--- src/rtl/spi_xfer_ctrl.sv ---
// -----------------------------------------------------------------------------
// spi_xfer_ctrl
//
// Transaction sequencer that sits directly in front of a byte-level SPI master
// core. It takes one command (slave index, byte count) and then:
//   * asserts the selected slave-select line;
//   * waits a programmable setup time;
//   * feeds TX bytes to the core one at a time;
//   * returns every received byte on an RX valid/ready stream;
//   * waits a programmable hold time, then releases slave select.
// The result is a multi-byte, chip-select-framed SPI transaction engine built
// on top of a single-byte core.
//
// Parameters
//   NUM_SS    number of slave-select lines (>= 2)
//   LEN_W     width of the byte-count field; a transaction carries
//             cmd_len_i+1 bytes
//   SETUP_CYC clk_i cycles from ss_n assertion to the first core start (>= 1)
//   HOLD_CYC  clk_i cycles from the last core done to ss_n release (>= 1)
//
// Ports
//   clk_i, rst_i            clock, asynchronous active-high reset
//   cmd_valid_i/cmd_ready_o command handshake; cmd_ss_i, cmd_len_i payload
//   tx_data_i/tx_valid_i/tx_ready_o  TX byte stream into the block
//   rx_data_o/rx_valid_o/rx_ready_i  RX byte stream out of the block
//   core_din_o, core_start_o         byte and start pulse to the SPI core
//   core_ready_i, core_done_i, core_dout_i  status and RX byte from the core
//   ss_n_o                  active-low slave selects (registered)
//   busy_o                  high whenever a transaction is in progress
// -----------------------------------------------------------------------------
module spi_xfer_ctrl #(
  parameter int NUM_SS    = 4,
  parameter int LEN_W     = 8,
  parameter int SETUP_CYC = 4,
  parameter int HOLD_CYC  = 4
) (
  input  logic                        clk_i,
  input  logic                        rst_i,
  // command stream
  input  logic                        cmd_valid_i,
  output logic                        cmd_ready_o,
  input  logic [$clog2(NUM_SS)-1:0]   cmd_ss_i,
  input  logic [LEN_W-1:0]            cmd_len_i,
  // TX byte stream
  input  logic [7:0]                  tx_data_i,
  input  logic                        tx_valid_i,
  output logic                        tx_ready_o,
  // RX byte stream
  output logic [7:0]                  rx_data_o,
  output logic                        rx_valid_o,
  input  logic                        rx_ready_i,
  // byte-level SPI core
  output logic [7:0]                  core_din_o,
  output logic                        core_start_o,
  input  logic                        core_ready_i,
  input  logic                        core_done_i,
  input  logic [7:0]                  core_dout_i,
  // slave selects and status
  output logic [NUM_SS-1:0]           ss_n_o,
  output logic                        busy_o
);

  localparam int SS_W    = $clog2(NUM_SS);
  localparam int CYC_MAX = (SETUP_CYC > HOLD_CYC) ? SETUP_CYC : HOLD_CYC;
  localparam int CYC_W   = (CYC_MAX > 1) ? $clog2(CYC_MAX) : 1;

  localparam logic [CYC_W-1:0] SETUP_LAST = CYC_W'(SETUP_CYC - 1);
  localparam logic [CYC_W-1:0] HOLD_LAST  = CYC_W'(HOLD_CYC - 1);

  typedef enum logic [2:0] {
    IDLE    = 3'd0,
    SETUP   = 3'd1,
    WAIT_TX = 3'd2,
    XFER    = 3'd3,
    HOLD    = 3'd4
  } state_t;

  state_t              state_reg,    state_next;
  logic [LEN_W-1:0]    len_reg,      len_next;
  logic [LEN_W-1:0]    byte_cnt_reg, byte_cnt_next;
  logic [CYC_W-1:0]    cyc_cnt_reg,  cyc_cnt_next;
  logic [NUM_SS-1:0]   ss_n_reg,     ss_n_next;
  logic [7:0]          rx_data_reg,  rx_data_next;
  logic                rx_valid_reg, rx_valid_next;

  // One-hot decode of the requested slave. An index >= NUM_SS matches no
  // line, so such a transaction runs with every select left high.
  logic [NUM_SS-1:0]   ss_sel;

  genvar gi;
  generate
    for (gi = 0; gi < NUM_SS; gi++) begin : g_ss_dec
      assign ss_sel[gi] = (cmd_ss_i == SS_W'(gi));
    end
  endgenerate

  // A byte may only be launched when the core is idle and the RX slot is
  // empty; that guarantees the matching core_done always finds room.
  logic tx_ok;
  assign tx_ok = (state_reg == WAIT_TX) & core_ready_i & ~rx_valid_reg;

  // ---------------------------------------------------------------------------
  // State register
  // ---------------------------------------------------------------------------
  always_ff @(posedge clk_i or posedge rst_i) begin
    if (rst_i) begin
      state_reg    <= IDLE;
      len_reg      <= '0;
      byte_cnt_reg <= '0;
      cyc_cnt_reg  <= '0;
      ss_n_reg     <= '1;
      rx_data_reg  <= '0;
      rx_valid_reg <= 1'b0;
    end else begin
      state_reg    <= state_next;
      len_reg      <= len_next;
      byte_cnt_reg <= byte_cnt_next;
      cyc_cnt_reg  <= cyc_cnt_next;
      ss_n_reg     <= ss_n_next;
      rx_data_reg  <= rx_data_next;
      rx_valid_reg <= rx_valid_next;
    end
  end

  // ---------------------------------------------------------------------------
  // Next-state and output logic
  // ---------------------------------------------------------------------------
  always_comb begin
    state_next    = state_reg;
    len_next      = len_reg;
    byte_cnt_next = byte_cnt_reg;
    cyc_cnt_next  = cyc_cnt_reg;
    ss_n_next     = ss_n_reg;
    rx_data_next  = rx_data_reg;
    rx_valid_next = rx_valid_reg;

    cmd_ready_o   = 1'b0;
    tx_ready_o    = 1'b0;
    core_start_o  = 1'b0;
    core_din_o    = 8'h00;

    // Consumer drain; a core_done in XFER below overrides this (set wins).
    if (rx_valid_reg && rx_ready_i) begin
      rx_valid_next = 1'b0;
    end

    case (state_reg)
      IDLE: begin
        cmd_ready_o = 1'b1;
        if (cmd_valid_i) begin
          len_next      = cmd_len_i;
          byte_cnt_next = '0;
          cyc_cnt_next  = '0;
          ss_n_next     = ~ss_sel;
          state_next    = SETUP;
        end
      end

      SETUP: begin
        if (cyc_cnt_reg == SETUP_LAST) begin
          cyc_cnt_next = '0;
          state_next   = WAIT_TX;
        end else begin
          cyc_cnt_next = cyc_cnt_reg + 1'b1;
        end
      end

      WAIT_TX: begin
        tx_ready_o = tx_ok;
        if (tx_valid_i && tx_ok) begin
          core_start_o = 1'b1;
          core_din_o   = tx_data_i;
          state_next   = XFER;
        end
      end

      XFER: begin
        if (core_done_i) begin
          rx_data_next  = core_dout_i;
          rx_valid_next = 1'b1;
          if (byte_cnt_reg == len_reg) begin
            cyc_cnt_next = '0;
            state_next   = HOLD;
          end else begin
            byte_cnt_next = byte_cnt_reg + 1'b1;
            state_next    = WAIT_TX;
          end
        end
      end

      HOLD: begin
        if (cyc_cnt_reg == HOLD_LAST) begin
          cyc_cnt_next = '0;
          ss_n_next    = '1;
          state_next   = IDLE;
        end else begin
          cyc_cnt_next = cyc_cnt_reg + 1'b1;
        end
      end

      default: begin
        ss_n_next  = '1;
        state_next = IDLE;
      end
    endcase
  end

  assign ss_n_o     = ss_n_reg;
  assign rx_data_o  = rx_data_reg;
  assign rx_valid_o = rx_valid_reg;
  assign busy_o     = (state_reg != IDLE);

endmodule

--- config.mk ---
export PLATFORM = sky130hd
export DESIGN_NAME = spi_xfer_ctrl
export DESIGN_NICKNAME = d
export VERILOG_FILES = /design/src/rtl/spi_xfer_ctrl.sv
export SDC_FILE = /design/constraint.sdc
export NUM_CORES = 1
export LEC_CHECK = 0
export CAP_MARGIN = 20
export CORE_ASPECT_RATIO = 1.2
export CORE_MARGIN = 2
export CORE_UTILIZATION = 25
export CTS_CLUSTER_SIZE = 20
export DETAILED_ROUTE_END_ITERATION = 10
export PLACE_DENSITY = 0.52
export SKIP_LAST_GASP = 1
export SLEW_MARGIN = 10
export SYNTH_ARGS = -nofsm -noshare
export SYNTH_HDL_FRONTEND = slang
export SYNTH_SLANG_ARGS = --single-unit
--- constraint.sdc ---
create_clock -name clk_i -period 2.2 [get_ports clk_i]
set_input_delay 0.33 -clock clk_i [delete_from_list [all_inputs] [get_ports clk_i]]
set_output_delay 0.33 -clock clk_i [all_outputs]
set_load 0.1 [all_outputs]
==> summary.md, run 1 <==
| Metric | Value |
|---|---|
| Cell taking the most area after synthesis | dfrtp_1 |
| F_max | 0.4776 GHz |
| Area of the multi-input gates | 854.6 um2 |
| PD cells | 1612 nW/um2 |
| Drt total wl | 3959 um |
| Clk slew on worst S/H paths | 0.07 ns |
| Top-area cell type share of the netlist area | 42.40% |
| Syn Area/Cell | 10.93 um2 |
| Hold violation count in the final report | 0 |
| Startpoint Class | register |
| Drt wl/cell | 12.69 um |
| Final worst path period need | 2.094 ns |
| Synthesized-area fraction occupied by adder cells | 1.413% |
| DIE HEIGHT | 96.19 um |
| Maximum fanout along the worst path | 10 |
| CTS root buf | clkbuf_8 |
| Cell count after synthesis | 162 |
| Total track usage | 10.73% |
| Layout cells sized above 1 | 34.22% |
| CTS tree | built |
| Ant. Diodes | 0 |
| Post-synthesis xor/xnor area fraction | 4.876% |
| Yosys warns | 0 |
| Minimum hold slack | 0.4373 ns |
| Post-route DRC | 0 |
| Max_slew headroom | 67.16% |
| Placeable Area | 6854 um2 |
| Number of port buffers | 57 |
| Clk Latency, worst-skew pair | 0.29 ns |
| Initial cell density of the core | 25.83% |
| Largest net degree at the start of global routing | 35 |
| Leak pwr | 1.177 nW |
| Clock Skews | 0.005100 ns |
| Fin crit share | 95.18% |
| First-pass GRT wire length | 6513 um |
| FF+latch count, synth | 34 |
| Clock Path Buffers | 2 |
| Antenna violations before repair | 0 |
| FF+latch area | 859.6 um2 |
| Unrepaired setup endpoints after global routing | no |
| Dpl hpwl | 2937 um |
| Final ANT Viol Nets | 0 |
| Final setup vio count | 0 |
| Max-Cap Viols | 0 |
| Std cell rows | 33 |
| Die ar. | 7774 um2 |
| # H-tree levels | 2 |
| Gpl congestion | 0.7524 |
| Die X-Extent | 80.82 um |
| R2R depth | 5 |
| Post-Syn Area | 1770 um2 |
| Mux contribution to synthesized area | 11.38% |
| CP Class | reg -> out |
| Worst slew pin tran | 0.4893 ns |
| Status | completed |
| Iter 0 DRT Violations | 66 |
| Fill cells | 704 |
| Area after DPL | 2545 um2 |
| Largest family of logic cells by synthesized area | simple AND/OR/NAND/NOR gates |
| Area Growth Syn to Fin | 51.94% |
| Sink Count | 34 |
| Vias in the first global route | 1380 |
| Data required, critical path | 1.87 ns |
| Final Max Tran Viols | 0 |
| Post-route cell area | 2690 um2 |
| Commonest non-fill, non-tap cells in the layout | 32 x clkdlybuf4s50_1, 29 x dfrtp_1, 20 x buf_4, 17 x mux2_2, 12 x buf_12 |
| Via count | 1409 |
| Total CTS buffers | 5 |
| Post-Synthesis Net Count | 197 |
| Detailed Routing Iterations Pass 1 | 4 |
| Hold Crit Class | in -> async |
| Power Total | 4.337 mW |
| Synth Area in Simple Gates | 18.52% |
| IR drop worst, VDD | 0.7446 mV |
| Commonest non-fill, non-tap cell in the layout | clkdlybuf4s50_1 |
| Boundary Pins | 58 |
| Ranking of synthesized cells by area | dfrtp_1 42%, mux2_2 11%, dfstp_2 5.9%, xnor2_1 4.0%, and3_1 3.2% |
| Critical Path AT | 1.76 ns |
| Vias/cell | 4.516 |
| Nets | 259 |
| Gr ovfl total | 0 |
| Yosys cell types | 37 |
| Compound-gate portion of the synthesized area | 10.81% |
| Crit. End Element | output pin |
| Part of the Yosys area used for sequential elements | 48.34% |
where the power goes:
group	leakage, nW	internal, mW	switching (mW)	total (mW)
Sequential	0.409	0.936	0.252	1.19
Clock	0.0683	0.454	0.242	0.696
Combinational	0.700	0.813	1.64	2.45
cell usage after synthesis:
master    count
dfstp_2       4
mux2_2       17
and2b_1       1
and3b_1       2
xnor2_1       8
nor4_1        2
a21oi_2       1
xnor2_2       1
and3_1        9
and2_1        3
nor4b_4       1
or2_2         2
nand4_1       2
a21o_1        6
a311oi_1      1
mux2i_1       1
o31ai_1       4
buf_6         3
a22o_1        1
dfrtp_1      30
nor3b_1       1
nand2b_1      1
a211o_1       1
a21oi_1       2
buf_2         6
or2_1         1
nor2_1        8
o21ai_1       3
nor3_1        5
a221o_1       2
nand2_1       9
nand3b_1      3
inv_1         5
ha_1          2
a31oi_1       1
o21ai_0       6
nand3_1       7
area by class of cell:
type | count | share of cell area [%]
timing repair buffer | 64 | 26.42
clock inverter | 3 | 2.558
sequential | 34 | 31.95
clock buffer | 5 | 2.558
inverter | 5 | 0.6977
tap | 87 | 4.046
multi-input combinational | 114 | 31.77
cells by family (layout without fill, tap and decap cells):
family | Yosys count | after routing
xor+xnor | 9 | 9
fa+ha+maj | 2 | 2
compound gates | 28 | 28
flops | 34 | 34
mux | 18 | 18
simple gates | 57 | 57
buf+inv | 14 | 77
worst paths after layout:
kind	start	slack, ns	end
max	state_reg[2]	0.11	core_din_o[6]
min	rst_i	0.44	len_reg[7]
max reg2reg	state_reg[0]	0.36	byte_cnt_reg[6]
min reg2reg	ss_n_o[1]	0.48	ss_n_o[1]
max in group asynchronous	rst_i	1.41	rx_valid_o
min in group clk_i	ss_n_o[1]	0.48	ss_n_o[1]
critical path: stages (launching register included):
cell	delay, ns
dfrtp_1	0.37
nand2b_1	0.20
nor4b_4	0.44
and3_2	0.29
buf_12	0.17
through the flow:
| stage | setup slack, ns | utilization (%) | TNS (ns) | std cells |
|---|---|---|---|---|
| after detailed placement | 0.2180 | 37.13 | 0 | 303 |
| after global placement | 0.2181 | 37.13 | 0 | 303 |
| after floorplan | -0.6972 | - | -7.895 | 162 |
| after global routing | 0.004002 | 39.25 | 0 | 312 |
| after CTS | 0.0009321 | 39.14 | 0 | 311 |
| final | 0.1061 | 39.25 | 0 | 312 |
routing by layer:
layer | GRT usage (%) | up-vias | share of wire [%]
li1 | - | 704 | -
met1 | 12.97 | 661 | 43
met2 | 17.70 | 40 | 48
met3 | 3.377 | 4 | 7.2
met4 | 4.237 | 0 | 1.4
met5 | 0 | - | 0
timing repair:
item	in CTS	in global routing
resized for setup	0	0
endpoints found under the hold margin	0	0
buffers inserted	0	1
setup endpoints to repair	0	9
hold buffers	0	0
No activity file was read; power rests on OpenSTA's default activity.
==> run 2, diff against run 1 <==
--- a/config.mk
+++ b/config.mk
@@ -5,13 +5,15 @@
 export SDC_FILE = /design/constraint.sdc
 export NUM_CORES = 1
 export LEC_CHECK = 0
+export ABC_AREA = 1
 export CAP_MARGIN = 20
 export CORE_ASPECT_RATIO = 1.2
 export CORE_MARGIN = 2
 export CORE_UTILIZATION = 25
 export CTS_CLUSTER_SIZE = 20
 export DETAILED_ROUTE_END_ITERATION = 10
-export PLACE_DENSITY = 0.52
+export GPL_TIMING_DRIVEN = 0
+export PLACE_DENSITY = 0.51
 export SKIP_LAST_GASP = 1
 export SLEW_MARGIN = 10
 export SYNTH_ARGS = -nofsm -noshare
==> run 2 against run 1 <==
  * Final area fell by 0.42%
  * Register-to-register slack gained 0.40 ns
  * Critical path depth up 2
  * Die area increased by 3.4%
  * Sequential cell count stayed put
  * First-iteration DRC count fell by 3.0%
  * Combinational power rose by 5%
  * Sequential share of layout area increased by 0.13 points
  * Hold slack gained 0.044 ns
  * Critical path type unchanged
  * Largest cell class is now multi-input combinational cells
==> summary.md, run 2 <==
| Metric | Value |
|---|---|
| Drt total wl | 4039 um (+2.0%) |
| Number of port buffers | 57 (unchanged) |
| FF+latch count, synth | 34 (unchanged) |
| Fill cells | 741 (+5.3%) |
| Boundary Pins | 58 (unchanged) |
| Status | completed |
| Gpl congestion | 0.7727 (+2.7%) |
| Area of the multi-input gates | 932.1 um2 (+9.1%) |
| Yosys warns | 0 (unchanged) |
| Post-Syn Area | 1834 um2 (+3.6%) |
| Startpoint Class | register |
| Crit. End Element | output pin |
| CP max stage cell | dfrtp_1 |
| Sink Count | 34 (unchanged) |
| Data required, critical path | 1.87 ns (about the same) |
| Area Growth Syn to Fin | 46.04% |
| Detailed Routing Iterations Pass 1 | 4 (unchanged) |
| Largest net degree at the start of global routing | 35 (unchanged) |
| Final worst path period need | 2.127 ns (+0.03275 ns) |
| IR drop worst, VDD | 0.6789 mV (-8.8%) |
| Drt wl/cell | 10.74 um (-15%) |
| Most common cell in the synthesized netlist | nand2_1 |
| Setup TNS Final | 0 ns (unchanged) |
| Clk Latency, worst-skew pair | 0.29 ns (about the same) |
| Max-Cap Viols | 0 (unchanged) |
| Hold Crit Class | in -> async |
| F_max | 0.4702 GHz (-1.5%) |
| DIE HEIGHT | 97.83 um (+1.7%) |
| Critical-path cell list | nor2_2, nand2_1, nor2_4, nand2_8, nor2_4, buf_4 |
| Final setup vio count | 0 (unchanged) |
| R2R depth | 9 (+4) |
| Clock Skews | 0.008612 ns (+0.003512 ns) |
| Antenna violations before repair | 0 (unchanged) |
| CP Class | reg -> out |
| Final ANT Viol Nets | 0 (unchanged) |
| First-pass GRT wire length | 6872 um (+5.5%) |
| Via count | 1568 (+11%) |
| Placement Setup Slack | -0.5771 ns (-0.7951 ns) |
| Nets | 320 (+24%) |
| Cell count after synthesis | 221 (+36%) |
| Yosys cell types | 28 (-24%) |
| Total track usage | 10.85% (+0.11 points) |
| Placeable Area | 7189 um2 (+4.9%) |
| Primary FF master, synth | dfrtp_1 |
| Commonest non-fill, non-tap cells in the layout | 58 x nand2_1, 40 x clkdlybuf4s50_1, 29 x dfrtp_1, 26 x inv_1, 17 x nor2_1 |
| Critical path's most frequent cell | nor2_4 |
| Dpl hpwl | 3063 um (+4.3%) |
| Ant. Diodes | 0 (unchanged) |
| Final setup margin | 0.07333 ns (-0.03275 ns) |
| Initial cell density of the core | 25.51% (-0.32 points) |
| Std cell rows | 34 (+3.0%) |
| Vias/cell | 4.170 (-7.7%) |
| Top-area cell type share of the netlist area | 40.93% (-1.5 points) |
| Unrepaired setup endpoints after global routing | yes |
| Fin crit share | 96.67% (+1.5 points) |
| Worst r2r dst | byte_cnt_reg[5] |
| Ranking of synthesized cells by area | dfrtp_1 41%, nand2_1 12%, mux2_2 6.8%, inv_1 5.9%, dfstp_2 5.7% |
| Post-layout util | 37.26% (-2.0 points) |
| Part of the Yosys area used for sequential elements | 46.66% (-1.7 points) |
| Slowest stage delay, CP | 0.43 ns (about the same) |
| Post-Synthesis Net Count | 256 (+30%) |
| Post-CTS Setup Bufs | 0 (unchanged) |
| PD cells | 1540 nW/um2 (-4.5%) |
| Gr ovfl total | 0 (unchanged) |
| Critical Path AT | 1.80 ns (+0.04 ns) |
| Cell taking the most area after synthesis | dfrtp_1 |
| Clk slew on worst S/H paths | 0.07 ns (about the same) |
| Minimum hold slack | 0.4815 ns (+0.04415 ns) |
| Synth top cells by count | 60 x nand2_1, 30 x dfrtp_1, 29 x inv_1 |
| Die ar. | 8041 um2 (+3.4%) |
| Total CTS buffers | 5 (unchanged) |
| FF+latch area | 859.6 um2 (unchanged) |
| Hold violation count in the final report | 0 (unchanged) |
| Commonest non-fill, non-tap cell in the layout | nand2_1 |
| Asr flop ratio synth | 100.0% (unchanged) |
| Worst slew pin tran | 0.9886 ns (+0.4993 ns) |
| Number of synthesized flops with an enable pin | 0 (unchanged) |
| CTS Hold Bufs | 0 (unchanged) |
| Clock Path Buffers | 2 (unchanged) |
| Reg2reg setup slack | 0.76 ns (+0.40 ns) |
| Leak pwr | 1.259 nW (+6.9%) |
| Die X-Extent | 82.20 um (+1.7%) |
| Max_slew headroom | 33.99% (-33 points) |
| # H-tree levels | 2 (unchanged) |
| Post-route DRC | 0 (unchanged) |
| FF-to-FF Start | state_reg[2] |
| Syn Area/Cell | 8.300 um2 (-24%) |
| Layout cells sized above 1 | 23.08% (-11 points) |
| Post-CTS Resized | 64 (+64) |
| Iter 0 DRT Violations | 64 (-3.0%) |
| Vias in the first global route | 1536 (+11%) |
| Final Max Tran Viols | 0 (unchanged) |
| CTS tree | built |
| CTS root buf | clkbuf_8 |
| Maximum fanout along the worst path | 9 (-1) |
[run 2: cell types whose count changed after synthesis, sizes merged, moves of 3 or more]
cell | before | now
nand2 | 9 | 64
inv | 5 | 31
nor2 | 8 | 28
and3 | 9 | 0
buf | 9 | 2
nand3 | 7 | 14
a21o | 6 | 0
mux2 | 17 | 13
o31ai | 4 | 0
a21oi | 3 | 6
and2 | 3 | 0
xnor2 | 9 | 6
[run 2: critical path: cells and delay by family (launching register included)]
family                 cells  cell delay, ns
AND/OR/NAND/NOR            5            0.80
buffers and inverters      1            0.28
flip-flops                 1            0.43
[run 2: kinds of logic after synthesis]
family | Yosys count | synth area share (%)
buf+inv | 33 | 7.230
flops | 34 | 46.66
simple gates | 117 | 28.44
mux | 13 | 8.390
fa+ha+maj | 2 | 1.364
xor+xnor | 8 | 3.820
compound gates | 14 | 4.093
[run 2: worst max path at each step]
stage,startpoint,to,cells after the start
finish,state_reg[2],core_din_o[0],6
global route,state_reg[0],core_din_o[0],6
CTS,state_reg[2],core_din_o[0],6
detailed placement,core_ready_i,core_din_o[0],6
global placement,core_ready_i,core_din_o[0],6
floorplan,rx_valid_o,core_din_o[0],5
[run 2: cell type report]
type,instances,share of cell area [%]
timing repair buffer,57,20.27
multi-input combinational,154,34.80
buffer,2,0.6072
clock buffer,6,3.083
tap,90,4.204
inverter,31,4.484
clock inverter,2,0.4671
sequential,34,32.09
[run 2: metrics by stage]
step / std cells / power, mW / area, um2
4_1_cts: 376 / 4.195 / 2686
6_report: 376 / 4.125 / 2679
3_5_place_dp: 368 / 3.721 / 2611
3_3_place_gp: 368 / 3.702 / 2611
5_1_grt: 376 / 4.384 / 2679
2_1_floorplan: 221 / 3.131 / 1928
[run 2: metal layers]
metal	GRT usage [%]	vias up	wire, um	part of all wire, %
met5	0	-	0	0
met4	3.846	0	62	1.5
li1	-	817	-	-
met2	17.49	43	1951	48
met3	3.604	6	263	6.5
met1	13.28	702	1763	44
[run 2: where the power goes]
group          leakage (nW)  switching (mW)  internal [mW]
sequential            0.415           0.159          0.903
clock                0.0472           0.239          0.252
combinational         0.797            1.89          0.684
==> run 3, diff against run 2 <==
--- a/config.mk
+++ b/config.mk
@@ -7,7 +7,6 @@
 export LEC_CHECK = 0
 export ABC_AREA = 1
 export CAP_MARGIN = 20
-export CORE_ASPECT_RATIO = 1.2
 export CORE_MARGIN = 2
 export CORE_UTILIZATION = 25
 export CTS_CLUSTER_SIZE = 20
==> run 3 against run 2 <==
  * Clock skew is 0.00077 ns lower
  * Global-route usage grew 0.37 points
  * Critical endpoint is now rx_data_o[3]
  * Sequential cell count unchanged
  * Cell count is 2.4% higher
  * Sequential share of layout area decreased by 0.57 points
  * First-iteration DRC count is 31% lower
  * Final area grew 1.8%
  * Routed wire length down 0.42%
  * Die area about the same
  * Utilization is 0.75 points higher
  * Worst setup slack better by 0.0040 ns
==> summary.md, run 3 (synthesis gave the netlist of run 2 again) <==
| Metric | Value |
|---|---|
| Status | completed |
| Ant. Diodes | 0 (unchanged) |
| Minimum hold slack | 0.4811 ns (-0.0003920 ns) |
| CP Class | reg -> out |
| Final setup vio count | 0 (unchanged) |
| Antenna violations before repair | 0 (unchanged) |
| Switch share | 53.95% (-1.5 points) |
| Area after DPL | 2623 um2 (+0.43%) |
| Fill cells | 734 (-0.94%) |
| Met2 WL post-DR | 1792 um (-8.1%) |
| Data required, critical path | 1.87 ns (about the same) |
| Die ar. | 8038 um2 (about the same) |
| Largest net degree at the start of global routing | 35 (unchanged) |
| Max-Cap Viols | 0 (unchanged) |
| Initial cell density of the core | 25.56% (+0.049 points) |
| Gr ovfl total | 0 (unchanged) |
| Clk slew on worst S/H paths | 0.07 ns (about the same) |
| Internal power | 1.932 mW (+5.1%) |
| Final ANT Viol Nets | 0 (unchanged) |
| Die X-Extent | 89.66 um (+9.1%) |
| Met3 wire len | 353 um (+34%) |
| Std cell rows | 31 (-8.8%) |
| Total CTS buffers | 5 (unchanged) |
| Power Total | 4.197 mW (+1.7%) |
| Sequential Power Share | 25.3% (-0.4 points) |
| PD cells | 1539 nW/um2 (about the same) |
| Post-CTS Setup Bufs | 0 (unchanged) |
| Slowest stage delay, CP | 1.16 ns (+0.73 ns) |
| IR drop worst, VDD | 0.5744 mV (-15%) |
| First-pass GRT wire length | 6831 um (-0.60%) |
| # H-tree levels | 2 (unchanged) |
| Reg2reg setup slack | 0.72 ns (-0.04 ns) |
| Boundary Pins | 58 (unchanged) |
| Startpoint Class | register |
| Critical-path cell list | clkdlybuf4s50_1 |
| Placement Setup Slack | -0.5728 ns (+0.004349 ns) |
| Sink Count | 34 (unchanged) |
| Post-route cell area | 2728 um2 (+1.8%) |
| Setup TNS Final | 0 ns (unchanged) |
| Leak pwr | 1.269 nW (+0.82%) |
| Gate power share | 61.2% (-1.2 points) |
| Detailed Routing Iterations Pass 1 | 4 (unchanged) |
| Post-route DRC | 0 (unchanged) |
| Final Max Tran Viols | 0 (unchanged) |
| Drt wl/cell | 10.45 um (-2.7%) |
| CTS Hold Bufs | 0 (unchanged) |
| Via count | 1582 (+0.89%) |
| CTS tree | built |
| Critical Path AT | 1.79 ns (about the same) |
| Layout cells sized above 1 | 22.38% (-0.70 points) |
| Clk network pwr share | 13.5% (+1.6 points) |
| Final setup margin | 0.07732 ns (+0.003984 ns) |
| DIE HEIGHT | 89.66 um (-8.4%) |
| Clock Path Buffers | 2 (unchanged) |
| Placeable Area | 7176 um2 (-0.19%) |
| Met1 WL | 1831 um (+3.9%) |
| Worst slew pin tran | 1.004 ns (+0.01533 ns) |
| Hold violation count in the final report | 0 (unchanged) |
| CTS root buf | clkbuf_8 |
| F_max | 0.4711 GHz (+0.19%) |
| Max_slew headroom | 32.86% (-1.1 points) |
| Total track usage | 11.22% (+0.37 points) |
| CP max stage cell | clkdlybuf4s50_1 |
| Fin crit share | 96.49% (-0.18 points) |
| NetSw | 2.264 mW (-0.96%) |
| Cell count after placement | 377 (+2.4%) |
| Drt total wl | 4022 um (-0.42%) |
| Nets | 320 (unchanged) |
| Number of port buffers | 57 (unchanged) |
| Unrepaired setup endpoints after global routing | yes |
| Commonest non-fill, non-tap cell in the layout | nand2_1 |
| Top routing layer in use | met4 |
| Maximum fanout along the worst path | 2 (-7) |
| Commonest non-fill, non-tap cells in the layout | 58 x nand2_1, 40 x clkdlybuf4s50_1, 29 x dfrtp_1, 26 x inv_1, 17 x nor2_1 |
| Area Growth Syn to Fin | 48.70% |
| Gpl congestion | 0.7368 (-4.6%) |
| Final worst path period need | 2.123 ns (-0.003984 ns) |
| Post-Layout Cell Count | 385 (+2.4%) |
| Top delay family on crit path | buffers and inverters |
| Iter 0 DRT Violations | 44 (-31%) |
| Clock Skews | 0.007842 ns (-0.0007700 ns) |
| Hold Crit Class | in -> async |
| Crit. End Element | output pin |
| Vias in the first global route | 1548 (+0.78%) |
| Dpl hpwl | 3035 um (-0.90%) |
| Post-layout util | 38.01% (+0.75 points) |
| Clk Latency, worst-skew pair | 0.29 ns (about the same) |
| CP bufs+invs | 1 (unchanged) |
| Vias/cell | 4.109 (-1.5%) |
## run 3: changes by cell type in the layout (fill, tap and decap cells not counted), sizes merged
cell,delta
bufinv,+1
clkbuf,+1
clkinv,-1
clkinvlp,-1
## run 3: worst register-to-register path, cell delays in order, from the launching register on
cell	delay [ns]
dfrtp_1	0.44
inv_1	0.07
nand2_1	0.05
nand2_1	0.05
nand2_1	0.04
nor2_1	0.13
nand2_1	0.11
nand2_1	0.15
nand2_4	0.12
nand2_4	0.13
nand2_1	0.06
nand2_1	0.06
## run 3: power by group through the flow
stage / logic (mW) / clock network (mW) / registers, mW
after floorplan: 1.19 / 0 / 1.94
after global placement: 2.63 / 0 / 1.07
after detailed placement: 2.63 / 0 / 1.08
after CTS: 2.60 / 0.605 / 1.07
after global routing: 2.75 / 0.622 / 1.10
final: 2.57 / 0.566 / 1.06
## run 3: area by class of cell
class / instances / area [um2] / share of cell area [%]
Clock inverter: 1 / 30.03 / 1.101
Sequential cell: 34 / 859.6 / 31.51
Inverter: 31 / 120.1 / 4.404
Timing Repair Buffer: 57 / 569.3 / 20.87
Clock buffer: 7 / 76.32 / 2.798
Multi-Input combinational cell: 154 / 932.1 / 34.17
Buffer: 2 / 16.27 / 0.5963
Tap cell: 99 / 123.9 / 4.541
## run 3: worst paths after layout
| path | start | end | depth (start not counted) |
|---|---|---|---|
| worst max-delay path | rx_data_o[3] | rx_data_o[3] | 1 |
| worst min-delay path | rst_i | len_reg[2] | 2 |
| worst max register to register | byte_cnt_reg[0] | byte_cnt_reg[6] | 11 |
| worst min register to register | cyc_cnt_reg[1] | cyc_cnt_reg[1] | 2 |
| max in group asynchronous | rst_i | rx_valid_o | 2 |
| min in group clk_i | cyc_cnt_reg[1] | cyc_cnt_reg[1] | 2 |
## run 3: what timing repair did
item / CTS / global route
endpoints found under the setup margin: 16 / 10
resized for setup: 64 / 14
pin swaps: 0 / 0
## run 3: routing by layer
metal	vias up	global-route usage, %
met3	7	5.393
met1	710	13.22
li1	821	-
met4	0	4.071
met5	-	0
met2	44	17.78
